## src/rtl/reset_request_scheduler.sv

```systemverilog
// reset_request_scheduler
//   Collects reset requests from several on-chip sources (CSR soft reset,
//   I3C RSTACT handler, watchdog) and serialises them round-robin onto the
//   single sw_rst / i3c_rst_req pair of the I3C slave reset controller.
//   Each grant drives one request line until the controller reports
//   reset_active. It then waits for reset_done, acks the requester and
//   idles for a cooldown period. A stalled handshake times out and sets a
//   sticky error flag.
//
// Ports
//   clk, rst            clock, asynchronous active-high reset
//   req_pulse[N]        request pulse or level, latched into pending
//   req_kind[N]         0 = software reset, 1 = I3C reset (sampled at grant)
//   req_mask[N]         1 = requester not eligible for grant (pending kept)
//   reset_active_i      reset_active from the reset controller
//   reset_done_i        reset_done from the reset controller
//   err_clr             clears timeout_err
//   sw_rst_o            to the controller's sw_rst input
//   i3c_rst_req_o       to the controller's i3c_rst_req input
//   req_ack[N]          one-hot, 1-cycle completion pulse
//   ack_err             qualifies req_ack: 1 = completed by timeout
//   pending_o[N]        latched pending bits
//   grant_id            id of the current or last grant
//   busy                scheduler not idle
//   timeout_err         sticky timeout flag
module reset_request_scheduler #(
    parameter int unsigned NUM_REQ         = 4,
    parameter int unsigned ACK_TIMEOUT     = 64,
    parameter int unsigned COOLDOWN_CYCLES = 8
) (
    input  logic                       clk,
    input  logic                       rst,
    input  logic [NUM_REQ-1:0]         req_pulse,
    input  logic [NUM_REQ-1:0]         req_kind,
    input  logic [NUM_REQ-1:0]         req_mask,
    input  logic                       reset_active_i,
    input  logic                       reset_done_i,
    input  logic                       err_clr,
    output logic                       sw_rst_o,
    output logic                       i3c_rst_req_o,
    output logic [NUM_REQ-1:0]         req_ack,
    output logic                       ack_err,
    output logic [NUM_REQ-1:0]         pending_o,
    output logic [$clog2(NUM_REQ)-1:0] grant_id,
    output logic                       busy,
    output logic                       timeout_err
);

    localparam int unsigned IDW     = $clog2(NUM_REQ);
    localparam int unsigned CNT_MAX = (ACK_TIMEOUT > COOLDOWN_CYCLES) ? ACK_TIMEOUT : COOLDOWN_CYCLES;
    localparam int unsigned CW      = $clog2(CNT_MAX + 1);

    typedef enum logic [1:0] {
        IDLE      = 2'd0,
        DRIVE     = 2'd1,
        WAIT_DONE = 2'd2,
        COOLDOWN  = 2'd3
    } state_e;

    state_e             state_q, state_d;
    logic [NUM_REQ-1:0] pending_q, pending_d;
    logic [NUM_REQ-1:0] eligible, grant_clr;
    logic [IDW-1:0]     rr_ptr_q, rr_ptr_d;
    logic [IDW-1:0]     grant_id_q, grant_id_d;
    logic [IDW-1:0]     sel_idx;
    logic [IDW:0]       cand;
    logic               found;
    logic               kind_q, kind_d;
    logic [CW-1:0]      cnt_q, cnt_d;
    logic               sw_rst_q, sw_rst_d;
    logic               i3c_q, i3c_d;
    logic [NUM_REQ-1:0] ack_q, ack_d;
    logic               ack_err_q, ack_err_d;
    logic               terr_q, terr_d;
    logic               done_evt, tmo_evt;

    // Round-robin search: first eligible index at or above rr_ptr, wrapping.
    // cand carries one extra bit so rr_ptr + i never overflows before the
    // modulo-NUM_REQ correction (NUM_REQ need not be a power of two).
    always_comb begin
        eligible = pending_q & ~req_mask;
        found    = 1'b0;
        sel_idx  = '0;
        cand     = '0;
        for (int unsigned i = 0; i < NUM_REQ; i++) begin
            cand = {1'b0, rr_ptr_q} + (IDW+1)'(i);
            if (cand >= (IDW+1)'(NUM_REQ)) begin
                cand = cand - (IDW+1)'(NUM_REQ);
            end
            if (!found && eligible[cand[IDW-1:0]]) begin
                found   = 1'b1;
                sel_idx = cand[IDW-1:0];
            end
        end
    end

    always_comb begin
        state_d    = state_q;
        rr_ptr_d   = rr_ptr_q;
        grant_id_d = grant_id_q;
        kind_d     = kind_q;
        grant_clr  = '0;
        done_evt   = 1'b0;
        tmo_evt    = 1'b0;

        case (state_q)
            IDLE: begin
                // Grants wait out any externally caused reset in progress.
                if (found && !reset_active_i && reset_done_i) begin
                    state_d             = DRIVE;
                    grant_id_d          = sel_idx;
                    rr_ptr_d            = (sel_idx == IDW'(NUM_REQ - 1)) ? '0 : sel_idx + 1'b1;
                    kind_d              = req_kind[sel_idx];
                    grant_clr[sel_idx]  = 1'b1;
                end
            end
            DRIVE: begin
                if (reset_active_i) begin
                    state_d = WAIT_DONE;
                end else if (cnt_q == CW'(ACK_TIMEOUT - 1)) begin
                    tmo_evt = 1'b1;
                    state_d = COOLDOWN;
                end
            end
            WAIT_DONE: begin
                if (!reset_active_i && reset_done_i) begin
                    done_evt = 1'b1;
                    state_d  = COOLDOWN;
                end else if (cnt_q == CW'(ACK_TIMEOUT - 1)) begin
                    tmo_evt = 1'b1;
                    state_d = COOLDOWN;
                end
            end
            COOLDOWN: begin
                if (cnt_q == CW'(COOLDOWN_CYCLES - 1)) begin
                    state_d = IDLE;
                end
            end
            default: state_d = IDLE;
        endcase

        // A new request in its own grant cycle re-queues (set beats clear).
        pending_d = (pending_q & ~grant_clr) | req_pulse;

        if (state_d != state_q) begin
            cnt_d = '0;
        end else if (state_q != IDLE) begin
            cnt_d = cnt_q + 1'b1;
        end else begin
            cnt_d = cnt_q;
        end

        // Request lines are registered from the next state so they rise the
        // cycle after the grant and fall as soon as DRIVE is left.
        sw_rst_d = (state_d == DRIVE) & ~kind_d;
        i3c_d    = (state_d == DRIVE) &  kind_d;

        ack_d = '0;
        if (done_evt || tmo_evt) begin
            ack_d[grant_id_q] = 1'b1;
        end
        ack_err_d = tmo_evt;
        terr_d    = tmo_evt | (terr_q & ~err_clr);
    end

    always_ff @(posedge clk or posedge rst) begin
        if (rst) begin
            state_q    <= IDLE;
            pending_q  <= '0;
            rr_ptr_q   <= '0;
            grant_id_q <= '0;
            kind_q     <= 1'b0;
            cnt_q      <= '0;
            sw_rst_q   <= 1'b0;
            i3c_q      <= 1'b0;
            ack_q      <= '0;
            ack_err_q  <= 1'b0;
            terr_q     <= 1'b0;
        end else begin
            state_q    <= state_d;
            pending_q  <= pending_d;
            rr_ptr_q   <= rr_ptr_d;
            grant_id_q <= grant_id_d;
            kind_q     <= kind_d;
            cnt_q      <= cnt_d;
            sw_rst_q   <= sw_rst_d;
            i3c_q      <= i3c_d;
            ack_q      <= ack_d;
            ack_err_q  <= ack_err_d;
            terr_q     <= terr_d;
        end
    end

    assign sw_rst_o      = sw_rst_q;
    assign i3c_rst_req_o = i3c_q;
    assign req_ack       = ack_q;
    assign ack_err       = ack_err_q;
    assign pending_o     = pending_q;
    assign grant_id      = grant_id_q;
    assign busy          = (state_q != IDLE);
    assign timeout_err   = terr_q;

endmodule

```

## config.mk

```make
export PLATFORM = sky130hd
export DESIGN_NAME = reset_request_scheduler
export DESIGN_NICKNAME = d
export VERILOG_FILES = /design/src/rtl/reset_request_scheduler.sv
export SDC_FILE = /design/constraint.sdc
export NUM_CORES = 1
export LEC_CHECK = 0
export ABC_AREA = 1
export BUFFER_PORTS_ARGS = -buffer_cell sky130_fd_sc_hd__buf_2
export CORE_ASPECT_RATIO = 0.5
export CORE_MARGIN = 2
export CORE_UTILIZATION = 50
export DETAILED_ROUTE_END_ITERATION = 12
export GPL_TIMING_DRIVEN = 0
export PLACE_DENSITY = 0.73
export SLEW_MARGIN = 10
export SYNTH_ARGS = -nofsm -noshare
export SYNTH_HDL_FRONTEND = slang
export SYNTH_SLANG_ARGS = --single-unit
```

## constraint.sdc

```tcl
create_clock -name clk -period 2.9 [get_ports clk]
set_input_delay 0.29 -clock clk [delete_from_list [all_inputs] [get_ports clk]]
set_output_delay 0.29 -clock clk [all_outputs]
set_load 0.05 [all_outputs]
```

Word level (Yosys, flattened, before mapping)

Cells that the tools add are included.

Bitwise operators: 11
Equality and inequality tests: 8
Add/subtract/negate cells: 9
Mux-type cells: 46
Reductions and logical operators: 17
Magnitude comparators: 12

Operators with widths:

| operator                                             | number |
|---|---|
| 2-to-1 mux 2 bit                                     | 14 |
| < comparator 2 x 3 -> 1 bit (second input constant)  | 6 |
| 2-to-1 mux 1 bit                                     | 18 |
| 2-to-1 mux 7 bit                                     | 2 |
| 2-to-1 mux 4 bit                                     | 3 |
| binary-select mux 1 bit (select 2 bit)               | 5 |
| >= comparator 3 bit (second input constant)          | 3 |
| bitwise AND 4 bit                                    | 2 |
| logical AND 1 bit                                    | 8 |
| NOT 4 bit                                            | 2 |
| one-hot mux 2 bit (4 select lines)                   | 1 |
| subtractor 2 x 1 -> 2 bit (second input constant)    | 4 |
| adder 7 x 1 -> 7 bit (second input constant)         | 1 |
| equality test 7 x 3 -> 1 bit (second input constant) | 1 |
| equality test 7 x 6 -> 1 bit (second input constant) | 1 |
| adder 2 x 2 -> 3 bit (second input constant)         | 2 |
| equality test 2 bit (second input constant)          | 3 |
| demux 1 bit (select 2 bit)                           | 2 |
| equality test 2 x 1 -> 1 bit (second input constant) | 2 |
| >= comparator 2 x 1 -> 1 bit (second input constant) | 2 |
| zero test 1 bit                                      | 4 |
| OR 4 bit                                             | 1 |
| nonzero test 2 bit                                   | 2 |
| adder 2 x 1 -> 3 bit (second input constant)         | 1 |
| 10 further kinds                                     | 13 |

Word-level logic and storage cells: 114
Bits in registers: 26

Longest topological paths before layout

Gate-level depths: netlist of run 1.

Word-level depth: 23
Gate-level depth with buffers: 16
Depth with buffers taken out: 15

Worst setup path before layout of run 1

No wires, ideal clock.

Path kind: register to register
From: reg state_q[1]
To: reg cnt_q[0]
Stages on the path, launching flop included: 11
Buffers on the path: 1
Arrival: 1.961 ns
Setup slack: 0.867 ns
Cells stage by stage: dfrtp_1 inv_1 ha_1 buf_2 inv_1 nand3b_1 a21oi_1 inv_1 nand3_2 nand4_4 nor2_2

Elaborated cells on any way between the ends: 14

RTL lines:

| element                             | line | RTL |
|---|---|---|
| start: declaration                  | 60   | `state_e state_q, state_d;` |
| start signal: assignment            | 180  | `state_q <= state_d;` |
| nonzero test 2 bit                  | --   |  |
| named net busy                      | 45   | `output logic busy,` |
| nonzero test 2 bit (no source line) | --   |  |
| end signal: assignment              | 185  | `cnt_q <= cnt_d;` |
| end: declaration                    | 69   | `logic [CW-1:0] cnt_q, cnt_d;` |

The timed path passes the listed nets, and every way through them passes these cells.
A chain may end at the register's enable or synchronous reset.

Worst setup path after layout of run 1

From: reg state_q[1]
To: reg cnt_q[2]

Cells in the longest elaborated chain, start to end: 5
Elaborated cells on any way between the ends: 14

Ends and longest elaborated chain:

| element                                                | line     | RTL |
|---|---|---|
| 2-to-1 mux 2 bit                                       | 120, 129 |  |
| 2-to-1 mux 2 bit, on equally long branches             | 126, 118 |  |
| one-hot mux 2 bit (4 select lines)                     | 106      | `case (state_q)` |
| != test 2 bit                                          | 145      | `if (state_d != state_q) begin` |
| 2-to-1 mux 7 bit or nonzero test 2 bit (tied branches) | --       |  |

Parallel ways exist; a longest one is shown, timed or not.

==> impl_metrics.tcl, run 1 <==
set metrics [dict create \
    cap_violations 0 \
    cts.htree.levels 1 \
    timing.hold.worst.class "primary input to flop" \
    timing_hold_violations_final 0 \
    coreArea_sq_um 3380 \
    fp.dieArea_sq_um 3970 \
    die_x_microns 87.1 \
    yosysUniqueCellTypes 30 \
    grt_use_met3 0.0507 \
    via_per_inst 5.00 \
    clk-insertion-delay-late_ns 0.27 \
    number_of_global_route_vias_before_repair 1420 \
    crit_path_start_kind "flop" \
    synth-edff-count 0 \
    end_kind "flop" \
    fraction_of_final_layout_cells_sized_beyond_drive_strength_1 0.306 \
    cts_buffers 3 \
    numPortBuffers 31 \
    globalRouteTotalUtil 0.195 \
    sequential_cell_area_sq_um 651 \
    postSynthNetCount 233 \
    leakage_uw 0.00105 \
    finalWirelength_microns 3400 \
    nets 269 \
    class_of_the_most_critical_setup_path "flop to flop" \
    ys_ff_latch 26 \
    rsz0062_at_grt "no" \
    tritoncts "yes" \
    area.growth.synth_to_final_pct 15.2 \
    synth_commonest_cells "nand2_1, inv_1, dfrtp_1" \
    synthFlopType "dfrtp_1" \
    syn_area_sq_um 1730 \
    ir_worst_vdd_mv 0.580 \
    tightest_slew_ns 1.01 \
    gr-usage-met1 0.231 \
    io_pins 32 \
    placed_cells 280 \
    post_synth_main_area_contributors "dfrtp_1, nand2_1, ha_1" \
    fin_util 0.589 \
    cts_setup_buffers 0 \
    detail_route.drc_violations 0 \
    syn-instance-count 207 \
    synthArstFlopShare 1.00 \
    final_antenna_net_count 0 \
    fill_cells 307 \
    clock_sinks 26 \
    cts-resized-gates 0 \
    outcome "finished clean" \
    number_of_iterations_in_the_first_detailed_routing_pass 4 \
    wire_per_inst_microns 12.0 \
    globalRoute.totalOverflow 0 \
    routed-via-count 1420 \
    grt_antenna_before_repair 0 \
    max_freq_mhz 463 \
    synthDominantCellAreaShare 0.377 \
    finalCritPeriodShare 0.745 \
    maxSlewHeadroom 0.327 \
    hold_slack_ns 0.177 \
    placement_rows 15 \
    clock_tree.buffer_depth 2 \
    antennaDiodeCount 0 \
    floorplan.initialDensity 0.511 \
    layout.cells.non_filler 284 \
    globalplace.congestion 0.806 \
    fin_max_slew_vios 0 \
    use_met2 0.374 \
    synth.yosys.warnings 0 \
    synth.most_common_cell "nand2_1" \
    p_total_uw 2170 \
    power_density_nw_per_um2 1090 \
    setup_violations 0 \
    yosys.area.top_type "dfrtp_1" \
    fin_tns_setup_ns 0 \
    path_clk_slew_ns 0.09 \
    arrival_ns 2.37 \
    clock_skew_ns 0.00332 \
    timing.critical_path.required_ns 3.11 \
    gr-max-usage-layer "met2" \
    drt_first_iter_violations 43 \
    cts_root_buf "clkbuf_8" \
    grt_start_max_net_pins 27 \
    ctsHoldBuffers 0 \
    die_y_microns 45.6 \
    post_synth.cell_area_avg_sq_um 8.35 \
    critical_path.max_fanout 7 \
    timing.final.crit_period_ns 2.16 \
    grt_first_pass_wirelength_microns 6030 \
    multi_input_area_sq_um 941 \
    sequential_fraction_of_the_synthesis_area 0.377 \
    dp_hpwl_microns 2620 \
]
[worst paths after layout]
path,slack [ns],startpoint,end,depth (start not counted)
min reg2reg,0.50,grant_id[1],req_ack[1],1
max in group asynchronous,2.05,rst,i3c_rst_req_o,2
min in group asynchronous,0.25,rst,req_ack[0],2
max reg2reg,0.74,state_q[1],cnt_q[2],10
max,0.74,state_q[1],cnt_q[2],10
min,0.18,err_clr,timeout_err,2
[per-layer routing]
layer | vias to the layer above | routed length (microns)
met5 | - | 0
li1 | 737 | -
met3 | 0 | 94
met1 | 658 | 1510
met4 | 0 | 0
met2 | 25 | 1800
[per-stage QoR]
step	cell area [sq um]	setup slack [ns]
after global routing	1990	0.550
final	1990	0.740
after detailed placement	1940	0.819
after global placement	1940	0.903
after CTS	1990	0.779
after floorplan	1730	0.867
[cell families after synthesis]
family / Yosys count / share of synthesized area
compound gates: 14 / 0.0521
xor+xnor: 5 / 0.0253
fa+ha+maj: 9 / 0.0652
buf+inv: 32 / 0.0789
flops: 26 / 0.377
mux: 1 / 0.00579
simple gates: 120 / 0.396
[cell type report]
cell class | count | share of cell area
repair buffers | 31 | 0.0779
plain buffers | 2 | 0.00817
multi-input cells | 149 | 0.473
clock buffers | 4 | 0.0277
flip-flops and latches | 26 | 0.327
well taps | 42 | 0.0264
inverters | 30 | 0.0603
[power breakdown]
group | internal, uW | switching [uW]
registers | 447 | 82.4
clock network | 121 | 114
logic | 431 | 973
[registers in the layout (all words and copies together), names as in the netlist]
signal and count:
grant_id 2, timeout_err 1, pending_o 4, state_q 2, cnt_q 7, req_ack 4, i3c_rst_req_o 1, ack_err 1
rr_ptr_q 2, sw_rst_o 1, kind_q 1
[cells in the final DEF, fill, tap and decap left out]
master	netlist	final
o21bai_1	1	1
inv_8	1	1
buf_6	1	1
and3_1	1	1
nand3_4	1	1
ha_1	9	9
clkbuf_8	0	4
o21a_1	1	1
o22ai_1	1	1
dfrtp_1	26	26
nand3_2	11	11
buf_2	1	32
nand3b_1	1	1
mux2i_1	1	1
or2_2	1	1
nand3_1	19	19
a21oi_2	1	1
nand2_1	47	47
nor3_1	7	7
inv_2	2	2
a21oi_1	3	3
nor2_1	6	6
a21o_1	4	4
xor2_1	5	5
nand2_4	3	3
nand4_4	2	2
inv_1	27	27
nor2_2	8	8
o21ai_0	3	3
nand4_1	6	6
nand2_2	7	7
[critical path, cell delays in order, from the launching register on]
cell      delay [ns]
dfrtp_1         0.50
inv_1           0.14
ha_1            0.20
buf_2           0.18
inv_1           0.22
nand3b_1        0.12
a21oi_1         0.21
inv_1           0.10
nand3_2         0.10
nand4_4         0.18
nor2_2          0.13
Note: power is estimated with default switching activity, not from simulation.
==> inputs of run 2 (changes only) <==
- clock period: 2.9 -> 2.1 ns (I/O delays scaled with it)
==> run 2 against run 1 <==
Net effect:
- total power rose by 39%
- via count rose by 0.49%
- final area is 0.75% higher
- critical path type unchanged
- clock skew increased by 0.00077 ns
- highest routed layer unchanged
- clock power rose by 38%
==> impl_metrics.tcl, run 2 (same netlist as run 1, synthesis figures left out) <==
set metrics [dict create \
    placed_cell_area_sq_um 1940 \
    wl_met3_microns 80 \
    path_clk_slew_ns 0.09 \
    fin_max_slew_vios 0 \
    arrival_ns 2.06 \
    clock_skew_ns 0.00409 \
    clock_sinks 26 \
    crit_path_start_kind "flop" \
    leakage_uw 0.00105 \
    outcome "finished clean" \
    grt_start_max_net_pins 27 \
    dp_hpwl_microns 2620 \
    drt_first_iter_violations 44 \
    placed_cells 280 \
    nets 270 \
    rr_startpoint "rr_ptr_q[0]" \
    numPortBuffers 31 \
    fraction_of_final_layout_cells_sized_beyond_drive_strength_1 0.325 \
    reg2reg_depth 12 \
    place_ws_ns 0.0194 \
    grt_antenna_before_repair 0 \
    area.growth.synth_to_final_pct 16.1 \
    globalRouteTotalUtil 0.195 \
    coreArea_sq_um 3380 \
    tritoncts "yes" \
    setup_violations 0 \
    wire_per_inst_microns 11.9 \
    timing.final.crit_period_ns 1.90 \
    detail_route.drc_violations 0 \
    layout.cells.non_filler 285 \
    die_x_microns 87.1 \
    number_of_global_route_vias_before_repair 1415 \
    floorplan.initialDensity 0.511 \
    timing.reg2reg.setup_slack_ns 0.20 \
    ir_worst_vdd_mv 0.804 \
    end_kind "flop" \
    power_density_nw_per_um2 1510 \
    maxSlewHeadroom 0.323 \
    grt_first_pass_wirelength_microns 6020 \
    via_per_inst 5.01 \
    routed-via-count 1427 \
    fin_tns_setup_ns 0 \
    hold_path_depth 2 \
    largest_register_ffs 7 \
    clock_tree.buffer_depth 2 \
    largest-register "cnt_q" \
    tightest_slew_ns 1.01 \
    worst_r2r_endpoint "rr_ptr_q[1]" \
    placement_rows 15 \
    timing.hold.worst.class "primary input to flop" \
    antennaDiodeCount 0 \
    routed.top_layer "met3" \
    most_used_cells_in_the_layout_excluding_fill_and_tap_cells "nand2_1, buf_2, inv_1, dfrtp_1, nand3_1" \
    finalCritPeriodShare 0.906 \
    worst_hold_path_ep "timeout_err" \
    globalRoute.totalOverflow 0 \
    globalplace.congestion 0.806 \
    class_of_the_most_critical_setup_path "flop to flop" \
    wirelength_met1_microns 1510 \
    dr_wl_met2_microns 1810 \
    timing.critical_path.required_ns 2.25 \
    rsz0062_at_grt "no" \
    fp.dieArea_sq_um 3970 \
    cts_root_buf "clkbuf_8" \
    die_y_microns 45.6 \
    final_critical_path_setup_slack_ns 0.196 \
    finalWirelength_microns 3400 \
    max_freq_mhz 525 \
    timing_hold_violations_final 0 \
    critical_path.max_fanout 8 \
    cts.htree.levels 1 \
    fin_util 0.594 \
    worst_min_path_start "err_clr" \
    clk-insertion-delay-late_ns 0.27 \
    io_pins 32 \
    final_design_area_no_fill_sq_um 2010 \
    cts_buffers 3 \
    number_of_iterations_in_the_first_detailed_routing_pass 4 \
    final_antenna_net_count 0 \
    cap_violations 0 \
    layout.cells.most_common "nand2_1" \
]
[run 2: cell count changes in the layout (fill, tap and decap cells not counted), sizes merged]
cell and delta:
buf +1
[run 2: stage by stage]
stage	hold WS (ns)	power [uW]
finish	0.0969	3030
global route	0.0908	3320
CTS	0.0910	3030
detailed placement	0.388	2680
global placement	0.379	2620
floorplan	0.250	2310
[run 2: worst max path at each step]
stage / end / cells past startpoint / slack, ns / startpoint
finish: rr_ptr_q[1] / 12 / 0.20 / rr_ptr_q[0]
global route: rr_ptr_q[1] / 11 / 0.02 / rr_ptr_q[1]
CTS: cnt_q[2] / 10 / 0.08 / state_q[0]
detailed placement: cnt_q[2] / 10 / 0.02 / state_q[1]
global placement: cnt_q[6] / 10 / 0.10 / state_q[1]
floorplan: cnt_q[0] / 10 / 0.07 / state_q[1]
[run 2: routing by layer]
metal	GRT usage	up-vias
met4	0.0246	0
met5	0	-
met1	0.230	669
met3	0.0507	0
li1	-	742
met2	0.374	16
[run 2: cell type report]
| class | instances | area, sq um |
|---|---|---|
| Clock buffer | 4 | 55.1 |
| Timing Repair Buffer | 32 | 163 |
| Tap cell | 42 | 52.6 |
| Buffer | 2 | 16.3 |
| Inverter | 30 | 120 |
| Fill cell | 301 | 1370 |
| Multi-Input combinational cell | 149 | 947 |
| Sequential cell | 26 | 652 |
[run 2: critical path: stages (launching register included)]
cell,delay [ns]
dfrtp_1,0.38
buf_6,0.15
inv_8,0.08
nand3_1,0.13
nand3_2,0.13
nand2_4,0.09
nand2_4,0.08
nand3_2,0.11
nand3_4,0.15
inv_1,0.07
ha_1,0.29
nand2_1,0.06
o21ai_0,0.07
[run 2: what timing repair did]
action,CTS,global route
buffers inserted,0,1
gates resized for setup,2,2
setup endpoints to repair,7,9
hold buffers,0,0
[run 2: power breakdown]
part / switching [uW] / internal [uW]
logic: 1360 / 615
registers: 103 / 619
clock network: 156 / 168
